[config.mk]
export PLATFORM = sky130hd
export DESIGN_NAME = conv_window_ctrl_flat
export DESIGN_NICKNAME = d
export VERILOG_FILES = /design/src/rtl/conv_window_if.sv /design/src/rtl/conv_window_ctrl.sv /design/src/flat_wrapper.sv
export SDC_FILE = /design/constraint.sdc
export NUM_CORES = 1
export LEC_CHECK = 0
export ABC_AREA = 0
export BUFFER_PORTS_ARGS = -buffer_cell sky130_fd_sc_hd__clkbuf_2
export CORE_MARGIN = 2
export CORE_UTILIZATION = 25
export CTS_CLUSTER_DIAMETER = 40
export DETAILED_ROUTE_END_ITERATION = 16
export GPL_ROUTABILITY_DRIVEN = 0
export SETUP_SLACK_MARGIN = 0.5
export SKIP_LAST_GASP = 1
export SLEW_MARGIN = 20
export SYNTH_ARGS = -nofsm -noshare
export SYNTH_HDL_FRONTEND = slang
export SYNTH_SLANG_ARGS = --single-unit
[constraint.sdc]
create_clock -name clk -period 2.8 [get_ports clk]
set_input_delay 0.42 -clock clk [delete_from_list [all_inputs] [get_ports clk]]
set_output_delay 0.42 -clock clk [all_outputs]
set_load 0.005 [all_outputs]
[src/rtl/conv_window_if.sv]
// Handshake and tag bundle between the frame controller and the 3x3 conv window sequencer.
interface conv_window_if #(
  parameter int CW = 10
);
  logic          start;
  logic          abort;
  logic          in_valid;
  logic          in_ready;
  logic          busy;
  logic          done;
  logic          win_valid;
  logic [CW-1:0] win_row;
  logic [CW-1:0] win_col;
  logic          out_valid;
  logic [CW-1:0] out_row;
  logic [CW-1:0] out_col;
  logic          out_last;

  modport master (
    output start, abort, in_valid,
    input  in_ready, busy, done, win_valid, win_row, win_col,
           out_valid, out_row, out_col, out_last
  );

  modport slave (
    input  start, abort, in_valid,
    output in_ready, busy, done, win_valid, win_row, win_col,
           out_valid, out_row, out_col, out_last
  );
endinterface

[src/rtl/conv_window_ctrl.sv]
// Sliding 3x3 window sequencer: tracks raster position, flags complete windows and
// delays the window tag by the conv datapath latency so it lines up with each result.
module conv_window_ctrl #(
  parameter int IMG_W = 28,
  parameter int IMG_H = 28,
  parameter int LAT   = 3,
  parameter int CW    = 10
) (
  input  logic          clk,
  input  logic          rst_n,
  conv_window_if.slave  bus
);

  typedef enum logic [1:0] {
    ST_IDLE  = 2'd0,
    ST_RUN   = 2'd1,
    ST_DRAIN = 2'd2,
    ST_DONE  = 2'd3
  } state_t;

  localparam logic [CW-1:0] LAST_ROW   = CW'(IMG_H - 1);
  localparam logic [CW-1:0] LAST_COL   = CW'(IMG_W - 1);
  localparam logic [CW-1:0] NUM_RES_M1 = CW'((IMG_H - 2) * (IMG_W - 2) - 1);
  localparam logic [CW-1:0] TWO        = CW'(2);

  state_t        state_r;
  logic [CW-1:0] row_r;
  logic [CW-1:0] col_r;
  logic [CW-1:0] out_cnt_r;
  logic          in_ready_r;
  logic          busy_r;
  logic          done_r;
  logic          out_last_r;
  // Stage 0 is the window register itself, stage LAT is the result tag.
  logic [LAT:0]  dv_r;
  logic [CW-1:0] drow_r [0:LAT];
  logic [CW-1:0] dcol_r [0:LAT];

  logic          accept_s;
  logic          win_hit_s;
  logic          last_pix_s;
  logic [CW-1:0] cnt_now_s;
  logic          last_hit_s;

  assign accept_s   = bus.in_valid && in_ready_r;
  assign win_hit_s  = accept_s && (row_r >= TWO) && (col_r >= TWO);
  assign last_pix_s = (row_r == LAST_ROW) && (col_r == LAST_COL);
  // Count including the result leaving the tap this cycle, so the next one's index is known.
  assign cnt_now_s  = out_cnt_r + {{(CW-1){1'b0}}, dv_r[LAT]};
  assign last_hit_s = dv_r[LAT-1] && (cnt_now_s == NUM_RES_M1);

  // Frame FSM, raster counters and the window tag delay line.
  always_ff @(posedge clk or negedge rst_n) begin
    if (!rst_n) begin
      state_r    <= ST_IDLE;
      row_r      <= '0;
      col_r      <= '0;
      out_cnt_r  <= '0;
      in_ready_r <= 1'b0;
      busy_r     <= 1'b0;
      done_r     <= 1'b0;
      out_last_r <= 1'b0;
      dv_r       <= '0;
      for (int i = 0; i <= LAT; i++) begin
        drow_r[i] <= '0;
        dcol_r[i] <= '0;
      end
    end else if (bus.abort) begin
      state_r    <= ST_IDLE;
      in_ready_r <= 1'b0;
      busy_r     <= 1'b0;
      done_r     <= 1'b0;
      out_last_r <= 1'b0;
      dv_r       <= '0;
      for (int i = 0; i <= LAT; i++) begin
        drow_r[i] <= '0;
        dcol_r[i] <= '0;
      end
    end else begin
      dv_r       <= {dv_r[LAT-1:0], win_hit_s};
      drow_r[0]  <= win_hit_s ? (row_r - TWO) : drow_r[0];
      dcol_r[0]  <= win_hit_s ? (col_r - TWO) : dcol_r[0];
      for (int i = 1; i <= LAT; i++) begin
        drow_r[i] <= drow_r[i-1];
        dcol_r[i] <= dcol_r[i-1];
      end
      out_last_r <= last_hit_s;
      out_cnt_r  <= cnt_now_s;

      case (state_r)
        ST_IDLE: begin
          if (bus.start) begin
            state_r    <= ST_RUN;
            in_ready_r <= 1'b1;
            busy_r     <= 1'b1;
            row_r      <= '0;
            col_r      <= '0;
            out_cnt_r  <= '0;
            out_last_r <= 1'b0;
            dv_r       <= '0;
            for (int i = 0; i <= LAT; i++) begin
              drow_r[i] <= '0;
              dcol_r[i] <= '0;
            end
          end else begin
            state_r <= ST_IDLE;
          end
        end
        ST_RUN: begin
          if (accept_s) begin
            if (col_r == LAST_COL) begin
              col_r <= '0;
              row_r <= row_r + CW'(1);
            end else begin
              col_r <= col_r + CW'(1);
            end
            if (last_pix_s) begin
              state_r    <= ST_DRAIN;
              in_ready_r <= 1'b0;
            end else begin
              state_r <= ST_RUN;
            end
          end else begin
            state_r <= ST_RUN;
          end
        end
        ST_DRAIN: begin
          if (out_last_r) begin
            state_r <= ST_DONE;
            busy_r  <= 1'b0;
            done_r  <= 1'b1;
          end else begin
            state_r <= ST_DRAIN;
          end
        end
        ST_DONE: begin
          state_r <= ST_IDLE;
          done_r  <= 1'b0;
        end
        default: begin
          state_r    <= ST_IDLE;
          in_ready_r <= 1'b0;
          busy_r     <= 1'b0;
          done_r     <= 1'b0;
        end
      endcase
    end
  end

  assign bus.in_ready  = in_ready_r;
  assign bus.busy      = busy_r;
  assign bus.done      = done_r;
  assign bus.win_valid = dv_r[0];
  assign bus.win_row   = drow_r[0];
  assign bus.win_col   = dcol_r[0];
  assign bus.out_valid = dv_r[LAT];
  assign bus.out_row   = drow_r[LAT];
  assign bus.out_col   = dcol_r[LAT];
  assign bus.out_last  = out_last_r;

endmodule
[src/flat_wrapper.sv]
// flat-port wrapper written by rule: the top's interface ports become plain ports
module conv_window_ctrl_flat 
#(
  parameter int IMG_W = 28,
  parameter int IMG_H = 28,
  parameter int LAT   = 3,
  parameter int CW    = 10
)
  (clk, rst_n, bus_start, bus_abort, bus_in_valid, bus_in_ready, bus_busy, bus_done, bus_win_valid, bus_win_row, bus_win_col, bus_out_valid, bus_out_row, bus_out_col, bus_out_last);
  conv_window_if #(.CW(CW)) bus_i ();
  input  logic clk;
  input  logic rst_n;
  input wire logic [$bits(bus_i.start)-1:0] bus_start;
  input wire logic [$bits(bus_i.abort)-1:0] bus_abort;
  input wire logic [$bits(bus_i.in_valid)-1:0] bus_in_valid;
  output wire logic [$bits(bus_i.in_ready)-1:0] bus_in_ready;
  output wire logic [$bits(bus_i.busy)-1:0] bus_busy;
  output wire logic [$bits(bus_i.done)-1:0] bus_done;
  output wire logic [$bits(bus_i.win_valid)-1:0] bus_win_valid;
  output wire logic [$bits(bus_i.win_row)-1:0] bus_win_row;
  output wire logic [$bits(bus_i.win_col)-1:0] bus_win_col;
  output wire logic [$bits(bus_i.out_valid)-1:0] bus_out_valid;
  output wire logic [$bits(bus_i.out_row)-1:0] bus_out_row;
  output wire logic [$bits(bus_i.out_col)-1:0] bus_out_col;
  output wire logic [$bits(bus_i.out_last)-1:0] bus_out_last;
  assign bus_i.start = bus_start;
  assign bus_i.abort = bus_abort;
  assign bus_i.in_valid = bus_in_valid;
  assign bus_in_ready = bus_i.in_ready;
  assign bus_busy = bus_i.busy;
  assign bus_done = bus_i.done;
  assign bus_win_valid = bus_i.win_valid;
  assign bus_win_row = bus_i.win_row;
  assign bus_win_col = bus_i.win_col;
  assign bus_out_valid = bus_i.out_valid;
  assign bus_out_row = bus_i.out_row;
  assign bus_out_col = bus_i.out_col;
  assign bus_out_last = bus_i.out_last;
  conv_window_ctrl #(.IMG_W(IMG_W), .IMG_H(IMG_H), .LAT(LAT), .CW(CW)) u_core (.clk(clk), .rst_n(rst_n), .bus(bus_i));
endmodule
Word level (Yosys, flattened, before mapping). Index checks and enable logic that the tools add are counted.

Bitwise logic cells: 1. Magnitude comparators: 2. Mux-type cells: 40. Equal/unequal tests: 13. $add $sub $neg: 5. Reduce and logical (&&, ||, !) cells: 15. Div/mod/pow operators: 0. Shift operators: 0. Multiply operators: 0.

Operators by type and width (number): $mux W40 (6); $mux W10 (9); $pmux W10 S2 (2); $add A10 B1 Y10 const B (2); $eq A10 B5 Y1 const B (2); $ge A10 B2 Y1 const B (2); $sub A10 B2 Y10 const B (2); $mux W1 (13); $mux W4 (3); $add A10 B1 Y10 (1); $eq A10 B10 Y1 const B (1); $ne A3 B2 Y1 const B (3); $reduce_bool A3 Y1 (3); $pmux W2 S4 (1); $reduce_and A4 Y1 (2); $mux W2 (3); $pmux W1 S2 (3); $logic_and A1 B1 Y1 (5); $reduce_and A5 Y1 (1); $eq A2 B2 Y1 const B (2); $ne A2 B1 Y1 const B (2); $ne A3 B3 Y1 const B (1); $reduce_and A3 Y1 (1); $eq A2 B1 Y1 const B (1); other kinds (5) (5).

Memories: 0. Bits in writable memories: 0. Register bits: 120. ROM bits: 0. Bits in latches: 0. Output and inout bits: 46.

Depth between registers and ports, before layout. Gate-level depths: netlist of the first run.

Word-level depth: 7. Gate-level depth with buffers: 7.

Worst setup path after synthesis of the first run. No wires, ideal clock.

Path kind: reg2reg. From: register u_core.col_r[6]. To: register u_core.row_r[5]. Stages on the path, launching flop included: 7. Buffers on the path: 2. Period minus slack after synthesis: 2.079 ns. Data arrival time: 2.000 ns. Path slack: 0.721 ns. Required time: 2.721 ns. Library setup time: 0.079 ns. Path through: dfrtp_1 > buf_6 > or4_4 > o31a_1 > buf_6 > nor4_1 > mux2i_1.

Longest elaborated chain between the ends: 3.

RTL lines: start: declaration (RTL line conv_window_ctrl.sv:28) `logic [CW-1:0] col_r;`; start signal: assignment (RTL line conv_window_ctrl.sv:115) `col_r <= col_r + CW'(1);`; $eq A10 B5 Y1 (RTL line conv_window_ctrl.sv:111) `if (col_r == LAST_COL) begin`; $ne A2 B1 Y1 (no source line); $reduce_and A5 Y1 (no source line); end signal: assignment (RTL line conv_window_ctrl.sv:113) `row_r <= row_r + CW'(1);`; end: declaration (RTL line conv_window_ctrl.sv:27) `logic [CW-1:0] row_r;`.

Every way passes these cells. A chain may end at the register's enable or synchronous reset.

Worst setup path after layout of the first run.
From: register u_core.col_r[2]. To: register u_core.drow_r (netlist bit u_core.bus.win_row[3]).

Longest elaborated chain between the ends: 6.

RTL lines: $ge A10 B2 Y1 * (RTL line conv_window_ctrl.sv:46) `assign win_hit_s = accept_s && (row_r >= TWO) && (col_r >= TWO);`; $logic_and A1 B1 Y1 * (RTL line conv_window_ctrl.sv:46); $mux W10 * (RTL line conv_window_ctrl.sv:81) `drow_r[0] <= win_hit_s ? (row_r - TWO) : drow_r[0];`; $mux W40 (RTL line conv_window_ctrl.sv:92) `if (bus.start) begin`; $mux W40 * (RTL line conv_window_ctrl.sv:90) `case (state_r)`; $mux W40 * (RTL line conv_window_ctrl.sv:68) `end else if (bus.abort) begin`; end signal: indexed assignment (RTL line conv_window_ctrl.sv:84) `drow_r[i] <= drow_r[i-1];`; end: declaration (RTL line conv_window_ctrl.sv:36) `logic [CW-1:0] drow_r [0:LAT];`.

Every way passes the cells marked *; elsewhere a longest branch is shown, timed or not.

==> results of run 1 <==
-- final timing paths --
path / from / endpoint / slack (ns)
setup / recovery: u_core.col_r[2] / u_core.bus.win_row[3] / 0.58
hold / removal: rst_n / u_core.row_r[9] / 0.41
setup reg to reg: u_core.col_r[2] / u_core.bus.win_row[3] / 0.58
hold reg to reg: u_core.drow_r[29] / u_core.drow_r[19] / 0.44
max in group asynchronous: rst_n / u_core.dcol_r[22] / 1.58
min in group clk: bus_start / u_core.bus.in_ready / 0.41
-- layout make-up --
type	count	share of cell area
Clock buffer	19	0.06788
Clock inverter	13	0.02570
Inverter	25	0.01438
Multi-Input combinational cell	311	0.3208
Sequential cell	120	0.4604
Tap cell	280	0.05369
Timing Repair Buffer	64	0.05714
-- report_power, final --
| part | leakage, nW | internal (mW) | switching [mW] |
|---|---|---|---|
| Sequential | 1.67 | 1.76 | 0.0440 |
| Combinational | 1.14 | 0.145 | 0.247 |
| Clock | 0.295 | 1.43 | 0.805 |
-- state kept, by name (all words and copies together), names as in the netlist --
register,flops
u_core.bus.done,1
u_core.dcol_r,20
u_core.col_r,10
u_core.bus.win_row,10
u_core.bus.out_last,1
u_core.dv_r,4
u_core.out_cnt_r,10
u_core.row_r,10
u_core.bus.in_ready,1
u_core.bus.win_col,10
u_core.bus.out_row,10
u_core.drow_r,20
u_core.bus.out_col,10
u_core.state_r,2
u_core.bus.busy,1
-- repair_timing --
| action | in CTS | in global routing |
|---|---|---|
| hold endpoints to repair | 14 | 0 |
| endpoints found under the setup margin | 18 | 28 |
| pin swaps | 0 | 3 |
| hold buffers | 1 | 0 |
| buffers inserted | 0 | 3 |
| resized for setup | 2 | 7 |
-- layout by cell type, fill, tap and decap left out, types with 4 or more instances in the layout --
| cell | n |
|---|---|
| clkbuf_2 | 49 |
| nand2_1 | 34 |
| dfrtp_1 | 119 |
| nand4_1 | 5 |
| ha_1 | 11 |
| inv_1 | 25 |
| mux2i_1 | 4 |
| mux2_2 | 4 |
| buf_4 | 13 |
| nor3_1 | 8 |
| and3_1 | 6 |
| o21ai_0 | 19 |
| nand3_1 | 12 |
| a21oi_1 | 18 |
| or3_1 | 5 |
| nor4_1 | 7 |
| a211oi_1 | 7 |
| a22oi_1 | 5 |
| and2_1 | 55 |
| nand2b_1 | 5 |
| o31ai_1 | 11 |
| nor2_1 | 18 |
| or4_1 | 8 |
| a32oi_1 | 4 |
| xnor2_1 | 18 |
| clkbuf_16 | 17 |
| inv_6 | 4 |
-- cell usage after synthesis (7+ instances only) --
cell type / instances / share of area
a211oi_1: 7 / 0.0094
a21oi_1: 18 / 0.016
and2_1: 55 / 0.062
buf_4: 40 / 0.054
clkbuf_1: 20 / 0.013
dfrtp_1: 120 / 0.54
ha_1: 11 / 0.025
inv_1: 25 / 0.017
nand2_1: 34 / 0.023
nand3_1: 12 / 0.011
nor2_1: 19 / 0.013
nor3_1: 9 / 0.0081
nor4_1: 9 / 0.010
o21ai_0: 19 / 0.017
o31ai_1: 11 / 0.015
or4_1: 8 / 0.011
xnor2_1: 18 / 0.028
-- routing by layer --
layer / GRT usage / vias to the layer above / wire (µm)
met5: 0 / - / 0
met4: 0.06085 / 0 / 337
met3: 0.02864 / 24 / 599
met2: 0.1511 / 98 / 5358
met1: 0.1401 / 1841 / 5378
li1: - / 1813 / -
-- cells by family (layout without fill, tap and decap cells) --
| kind of cell | count (synthesis) | in the layout | synth area share |
|---|---|---|---|
| flops | 120 | 120 | 0.5394 |
| buf+inv | 95 | 121 | 0.09530 |
| compound gates | 88 | 88 | 0.1056 |
| xor+xnor | 18 | 18 | 0.02832 |
| mux | 8 | 8 | 0.01528 |
| simple gates | 186 | 186 | 0.1913 |
| fa+ha+maj | 11 | 11 | 0.02472 |
-- worst register-to-register path, stage by stage, from the launching register on --
cell	delay (ns)
dfrtp_1	0.48
or4_4	0.60
or4_1	0.66
nand3_4	0.24
a22oi_1	0.11
==> summary.md, run 1 <==
| Metric | Value |
|---|---|
| Drc violations | `0` |
| Pre-Repair DR Iteration Count | `5` |
| Share of synthesized registers carrying an async set or reset | `1.000` |
| Tcrit/Tclk final | `0.7919` |
| Syn nets | `542` |
| Power density over the cells | `679.8 mW/mm²` |
| H-tree level count | `4` |
| CP bufs+invs | `0` |
| Slew Limit Headroom | `0.5597` |
| Fin Setup TNS | `0 ns` |
| Peak supply drop | `0.0004402 V` |
| WP data required | `3.09 ns` |
| Post-synthesis cell type count | `59` |
| Syn avg cell area | `10.58 µm²` |
| Post-Route Utilization | `0.2990` |
| IO buf count | `50` |
| Initial Util | `0.2551` |
| Layout cells sized above 1 | `0.2083` |
| Total number of vias | `3776` |
| All-Layer GR Usage | `0.1045` |
| Slew @ Worst Pin | `0.6604 ns` |
| Placed Instances | `796` |
| CTS tree | `yes` |
| Worst-Skew Late Latency | `0.42 ns` |
| Yosys warns | `0` |
| # setup viols final | `0` |
| Status | `complete, no violations` |
| RSZ-0062 raised after global routing | `yes` |
| CTS sink count | `120` |
| IO Pins | `51` |
| Pins over their slew limit | `0` |
| Place WS | `0.3212 ns` |
| Die height | `153.2 µm` |
| Register area share after synthesis | `0.5394` |
| Area of the multi-input gates | `0.002093 mm²` |
| EDFF count, synth | `0` |
| Final setup margin | `0.5825 ns` |
| Top FF cell, synth | `dfrtp_1` |
| Routed WL | `11670 µm` |
| DR iter-0 viols | `250` |
| Critical setup path kind | `flop to flop` |
| Number of cells on the worst reg-to-reg path | `4` |
| Placed wire-length estimate | `7867 µm` |
| Largest net degree at the start of global routing | `107` |
| Vias per cell | `4.538` |
| Netlist Area Pre-Place | `0.005567 mm²` |
| Achievable Freq | `451.0 MHz` |
| Area delta synth->final | `17.22%` |
| Area post-placement | `0.005828 mm²` |
| CTS clk-pin slew, worst paths | `0.06 ns` |
| Core region area | `0.02182 mm²` |
| Register area | `0.003004 mm²` |
| Hold Violations, Final | `0` |
| Slowest cell on the critical path | `or4_1` |
| TritonCTS buffer count | `17` |
| Yosys reg bits | `120` |
| Final Non-Filler Cells | `832` |
| CP startpoint kind | `flop` |
| Total chip power | `4.436 mW` |
| Final ANT Viol Nets | `0` |
| CP Cell Sequence | `or4_4 > or4_1 > nand3_4 > a22oi_1` |
| Critical path fanouts, max | `10` |
| Num rows | `54` |
| CP top delay family | `simple AND/OR/NAND/NOR gates` |
| Final min period | `2.217 ns` |
| Max_cap viols | `0` |
| CTS Buffer Depth | `2` |
| Chip Width | `153.2 µm` |
| Grt total ovfl | `0` |
| Leakage power | `3.103 nW` |
| Hold_ws | `0.4103 ns` |
| CP max stage delay | `0.66 ns` |
| Hold/Removal Path Class | `primary input to async pin` |
| Clock Skews | `0.005549 ns` |
| Fin area | `0.006525 mm²` |
| Fillcell total | `2242` |
| Antenna fix cells | `0` |
| Initial antenna violation count | `0` |
| CTS root buf | `clkbuf_16` |
| Vias in the first global route | `3621` |
| Synth Instances | `526` |
| Worst path depth | `4` |
| Routed wire per std cell | `14.03 µm` |
| First-pass GRT wire length | `19380 µm` |
| Fin nets | `555` |
| DIE AREA | `0.02348 mm²` |
| Crit path DAT | `2.51 ns` |
| Critical path capture point type | `flop` |
Power figures use the tool's default switching activity.
==> run 2, diff against run 1 <==
==> constraint.sdc (replaced) <==
create_clock -name clk -period 2.2 [get_ports clk]
set_input_delay 0.33 -clock clk [delete_from_list [all_inputs] [get_ports clk]]
set_output_delay 0.33 -clock clk [all_outputs]
set_load 0.005 [all_outputs]
==> run 2 against run 1 <==
Total power increased by 32%; first-iteration DRC count fell by 3.2%; cell count increased by 7.0%; core utilization up 3.6 points; register-to-register slack got worse by 0.44 ns; global-route usage is 0.44 points higher; worst setup slack worse by 0.44 ns; non-clock buffer count is 55 higher; sequential power rose by 26%; largest power group unchanged; highest routed layer unchanged.
==> summary.md, run 2 (synthesized netlist as in run 1, its figures left out) <==
| Metric | Value |
|---|---|
| Status | `complete, no violations` |
| Core region area | `0.02182 mm²` |
| Chip Width | `153.2 µm` |
| IO Pins | `51` |
| RSZ-0062 raised after global routing | `yes` |
| Routed WL | `12730 µm` |
| Leakage power | `3.464 nW` |
| Commonest non-fill, non-tap cell in the layout | `dfrtp_1` |
| Layout cells sized above 1 | `0.3492` |
| CTS clk-pin slew, worst paths | `0.06 ns` |
| Initial antenna violation count | `0` |
| Achievable Freq | `487.1 MHz` |
| CTS root buf | `clkbuf_16` |
| Critical setup path kind | `flop to flop` |
| Routed wire per std cell | `14.30 µm` |
| Peak supply drop | `0.0005208 V` |
| CTS sink count | `120` |
| Total number of vias | `4021` |
| Hold/Removal Path Class | `primary input to flop` |
| Initial Util | `0.2551` |
| CTS Buffer Depth | `2` |
| IO buf count | `50` |
| Pre-Repair DR Iteration Count | `4` |
| Vias in the first global route | `3996` |
| DR iter-0 viols | `242` |
| Fin nets | `613` |
| Final min period | `2.053 ns` |
| Fin Setup TNS | `0 ns` |
| Fillcell total | `2153` |
| Slew Limit Headroom | `0.6541` |
| Largest net degree at the start of global routing | `81` |
| Num rows | `54` |
| # setup viols final | `0` |
| Power density over the cells | `803.5 mW/mm²` |
| Drc violations | `0` |
| First-pass GRT wire length | `20700 µm` |
| WP data required | `2.47 ns` |
| Antenna fix cells | `0` |
| Pins over their slew limit | `0` |
| Final ANT Viol Nets | `0` |
| DIE AREA | `0.02348 mm²` |
| Grt total ovfl | `0` |
| Clock Skews | `0.008191 ns` |
| Vias per cell | `4.518` |
| Critical path fanouts, max | `7` |
| Biggest regs | `u_core.dcol_r (20), u_core.drow_r (20)` |
| Placed wire-length estimate | `8323 µm` |
| Die height | `153.2 µm` |
| All-Layer GR Usage | `0.1089` |
| Slew @ Worst Pin | `0.5058 ns` |
| CTS tree | `yes` |
| Hold Violations, Final | `0` |
| TritonCTS buffer count | `17` |
| Area delta synth->final | `31.29%` |
| Tcrit/Tclk final | `0.9331` |
| H-tree level count | `4` |
| Critical path capture point type | `flop` |
| Crit path DAT | `2.32 ns` |
| Most frequent cells in the layout | `dfrtp_1, buf_4, and2_1, clkbuf_2, nand2_1` |
| Hold_ws | `0.2462 ns` |
| CP startpoint kind | `flop` |
| Max_cap viols | `0` |
| Worst-Skew Late Latency | `0.41 ns` |
[run 2: cell count changes in the layout (fill, tap and decap cells not counted), moves of 4 or more]
cell     delta
buf_4      +45
buf_6       +8
a21oi_1     -4
a21oi_2     +4
nor4_1      -4
nor4_4      +4
or4_1       -4
or4_4       +4
[run 2: where the power goes]
part / internal (mW) / switching [mW]
sequential: 2.24 / 0.0358
combinational: 0.361 / 0.446
clock: 1.73 / 1.06
total: 4.33 / 1.54
[run 2: final timing paths]
check                                   from                     to  slack (ns)  cells past startpoint
min in group asynchronous              rst_n    u_core.bus.out_last        0.43                      3
max in group asynchronous              rst_n  u_core.bus.win_col[0]        1.35                      3
hold / removal                     bus_abort      u_core.state_r[1]        0.25                      2
setup / recovery             u_core.col_r[6]  u_core.bus.win_row[8]        0.15                      5
hold reg to reg            u_core.dcol_r[12]  u_core.bus.out_col[2]        0.44                      1
setup reg to reg             u_core.col_r[6]  u_core.bus.win_row[8]        0.15                      5
[run 2: what timing repair did]
item / in CTS / in global routing
buffers inserted: 23 / 8
hold buffers: 1 / 0
setup endpoints to repair: 46 / 47
pin swaps: 19 / 7
hold endpoints to repair: 60 / 0
cloned: 3 / 0
gates resized for setup: 37 / 27
[run 2: worst max-delay path, stage by stage, from the launching register on]
cell,delay (ns)
dfrtp_1,0.38
or4_4,0.57
buf_4,0.17
or4_4,0.52
nand3_4,0.17
a22oi_1,0.10
[run 2: cell type report]
type,count,area (µm²),area share
flip-flops and latches,120,3008,0.4116
multi-input cells,314,2414,0.3303
repair buffers,119,840.8,0.1150
clock buffers,18,439.2,0.06009
well taps,280,350.3,0.04794
clock inverters,14,162.7,0.02226
inverters,25,93.84,0.01284
[run 2: stage by stage]
step / area, µm² / setup WS (ns) / cells / utilization / power [mW]
floorplan: 5674 / 0.2220 / 526 / - / 2.725
global placement: 6140 / 0.06442 / 823 / 0.2813 / 2.887
detailed placement: 6140 / 0.03349 / 823 / 0.2813 / 2.892
CTS: 7118 / 0.2126 / 882 / 0.3262 / 5.847
global route: 7308 / 0.09494 / 890 / 0.3349 / 6.104
finish: 7308 / 0.1472 / 890 / 0.3349 / 5.872
[run 2: metal layers]
layer	vias to the layer above	wire, µm	GRT usage
li1	1928	-	-
met5	-	0	0
met4	0	205	0.03483
met1	1982	5883	0.1445
met3	18	650	0.03601
met2	93	5986	0.1684
==> run 3, diff against run 2 <==
--- a/config.mk
+++ b/config.mk
@@ -8,10 +8,11 @@
 export ABC_AREA = 0
 export BUFFER_PORTS_ARGS = -buffer_cell sky130_fd_sc_hd__clkbuf_2
 export CORE_MARGIN = 2
-export CORE_UTILIZATION = 25
+export CORE_UTILIZATION = 57
 export CTS_CLUSTER_DIAMETER = 40
 export DETAILED_ROUTE_END_ITERATION = 16
 export GPL_ROUTABILITY_DRIVEN = 0
+export PLACE_DENSITY = 0.77
 export SETUP_SLACK_MARGIN = 0.5
 export SKIP_LAST_GASP = 1
 export SLEW_MARGIN = 20
==> run 3 against run 2 <==
Clock skew shrank 0.00090 ns; sequential cell count unchanged; hold slack got worse by 0.023 ns.
==> summary.md, run 3 (synthesized netlist as in run 1, its figures left out) <==
| Metric | Value |
|---|---|
| Status | `complete, no violations` |
| CP max stage delay | `0.62 ns` |
| Fillcell total | `556` |
| First-pass GRT wire length | `21620 µm` |
| RSZ-0062 raised after global routing | `yes` |
| Fin area | `0.007301 mm²` |
| Final ANT Viol Nets | `0` |
| Vias per cell | `6.122` |
| CTS root buf | `clkbuf_8` |
| Routed wire per std cell | `21.01 µm` |
| CP Cell Sequence | `or4_4 > o31a_4 > nor4_2 > mux2i_1` |
| CP bufs+invs | `0` |
| CTS sink count | `120` |
| Vias in the first global route | `4360` |
| Worst-Skew Late Latency | `0.52 ns` |
| Tcrit/Tclk final | `0.9804` |
| Grt total ovfl | `0` |
| CTS clk-pin slew, worst paths | `0.06 ns` |
| Final Non-Filler Cells | `748` |
| All-Layer GR Usage | `0.2699` |
| # setup viols final | `0` |
| IO buf count | `50` |
| CP top delay family | `simple AND/OR/NAND/NOR gates` |
| IO Pins | `51` |
| Total number of vias | `4579` |
| Placed wire-length estimate | `7736 µm` |
| Drc violations | `0` |
| Layout cells sized above 1 | `0.4130` |
| Pins over their slew limit | `0` |
| Routed WL | `15710 µm` |
| Area delta synth->final | `31.15%` |
| Max_cap viols | `0` |
| H-tree level count | `4` |
| Pre-Repair DR Iteration Count | `5` |
| Fin nets | `618` |
| Critical setup path kind | `flop to flop` |
| Chip Width | `102.8 µm` |
| Slowest cell on the critical path | `or4_4` |
| Hold Violations, Final | `0` |
| Biggest regs | `u_core.dcol_r (20), u_core.drow_r (20)` |
| Die height | `102.8 µm` |
| Most frequent cells in the layout | `dfrtp_1, buf_4, and2_1, clkbuf_2, nand2_1` |
| DR iter-0 viols | `486` |
| Critical path capture point type | `flop` |
| Clock Skews | `0.007293 ns` |
| Slew Limit Headroom | `0.6164` |
| Area post-placement | `0.005898 mm²` |
| Power density over the cells | `813.1 mW/mm²` |
| Commonest non-fill, non-tap cell in the layout | `dfrtp_1` |
| CP startpoint kind | `flop` |
| Initial Util | `0.5775` |
| Antenna fix cells | `0` |
| Hold_ws | `0.2233 ns` |
| DIE AREA | `0.01057 mm²` |
| CTS tree | `yes` |
| Placed Instances | `670` |
| CTS Buffer Depth | `2` |
| Crit path DAT | `2.59 ns` |
| Post-Route Utilization | `0.7574` |
| Largest net degree at the start of global routing | `58` |
| Final min period | `2.157 ns` |
| Num rows | `36` |
| Fin Setup TNS | `0 ns` |
| Slew @ Worst Pin | `0.5682 ns` |
| Achievable Freq | `463.6 MHz` |
| WP data required | `2.63 ns` |
| TritonCTS buffer count | `17` |
| Total chip power | `5.937 mW` |
| Place WS | `0.02320 ns` |
| Leakage power | `3.483 nW` |
| Final setup margin | `0.04319 ns` |
| Core region area | `0.009639 mm²` |
| Peak supply drop | `0.0004855 V` |
| Initial antenna violation count | `0` |
| Hold/Removal Path Class | `primary input to async pin` |
| Critical path fanouts, max | `6` |
## run 3: cell count changes in the layout (fill, tap and decap cells not counted), sizes merged
cell,delta
clkbuf,-1
buf,+4
nor3,-1
clkinvlp,+3
clkinv,-2
or2,+2
## run 3: power by group
group	internal, mW	total, mW	switching, mW
sequential	2.24	2.28	0.0396
clock	1.64	2.72	1.09
combinational	0.379	0.930	0.551
total	4.26	5.94	1.68
## run 3: final cells by class
| class | instances | area, µm² | area share |
|---|---|---|---|
| Clock buffer | 17 | 414.1 | 0.05673 |
| Clock inverter | 15 | 167.7 | 0.02296 |
| Inverter | 25 | 93.84 | 0.01285 |
| Multi-Input combinational cell | 315 | 2591 | 0.3549 |
| Sequential cell | 120 | 3012 | 0.4125 |
| Tap cell | 133 | 166.4 | 0.02279 |
| Timing Repair Buffer | 123 | 855.8 | 0.1172 |
## run 3: layer usage
metal	part of all wire	vias to the layer above	global-route usage	wire, µm
li1	-	1940	-	-
met1	0.37	2254	0.3317	5739
met2	0.50	303	0.4465	7935
met3	0.081	82	0.06576	1265
met4	0.049	0	0.1356	772
met5	0	-	0	0
## run 3: what timing repair did
item	4_1_cts	5_1_grt
cloned	2	2
setup endpoints to repair	53	64
buffers inserted	18	23
hold buffers	1	0
endpoints found under the hold margin	15	0
pin swaps	23	19
gates resized for setup	47	59
## run 3: final timing paths
kind | start | end | slack (ns) | cells past startpoint
setup / recovery | u_core.col_r[9] | u_core.row_r[5] | 0.04 | 4
hold / removal | rst_n | u_core.bus.out_last | 0.22 | 2
setup reg to reg | u_core.col_r[9] | u_core.row_r[5] | 0.04 | 4
hold reg to reg | u_core.drow_r[27] | u_core.drow_r[17] | 0.44 | 1
max in group asynchronous | rst_n | u_core.dcol_r[27] | 1.35 | 3
min in group clk | bus_start | u_core.bus.in_ready | 0.23 | 4
## run 3: worst reg2reg max path, delay by kind of cell, from the launching register on
family	cells	cell delay, ns
AO/OA/AOI/OAI	1	0.40
AND/OR/NAND/NOR	2	0.96
flip-flops	1	0.43
multiplexers	1	0.27
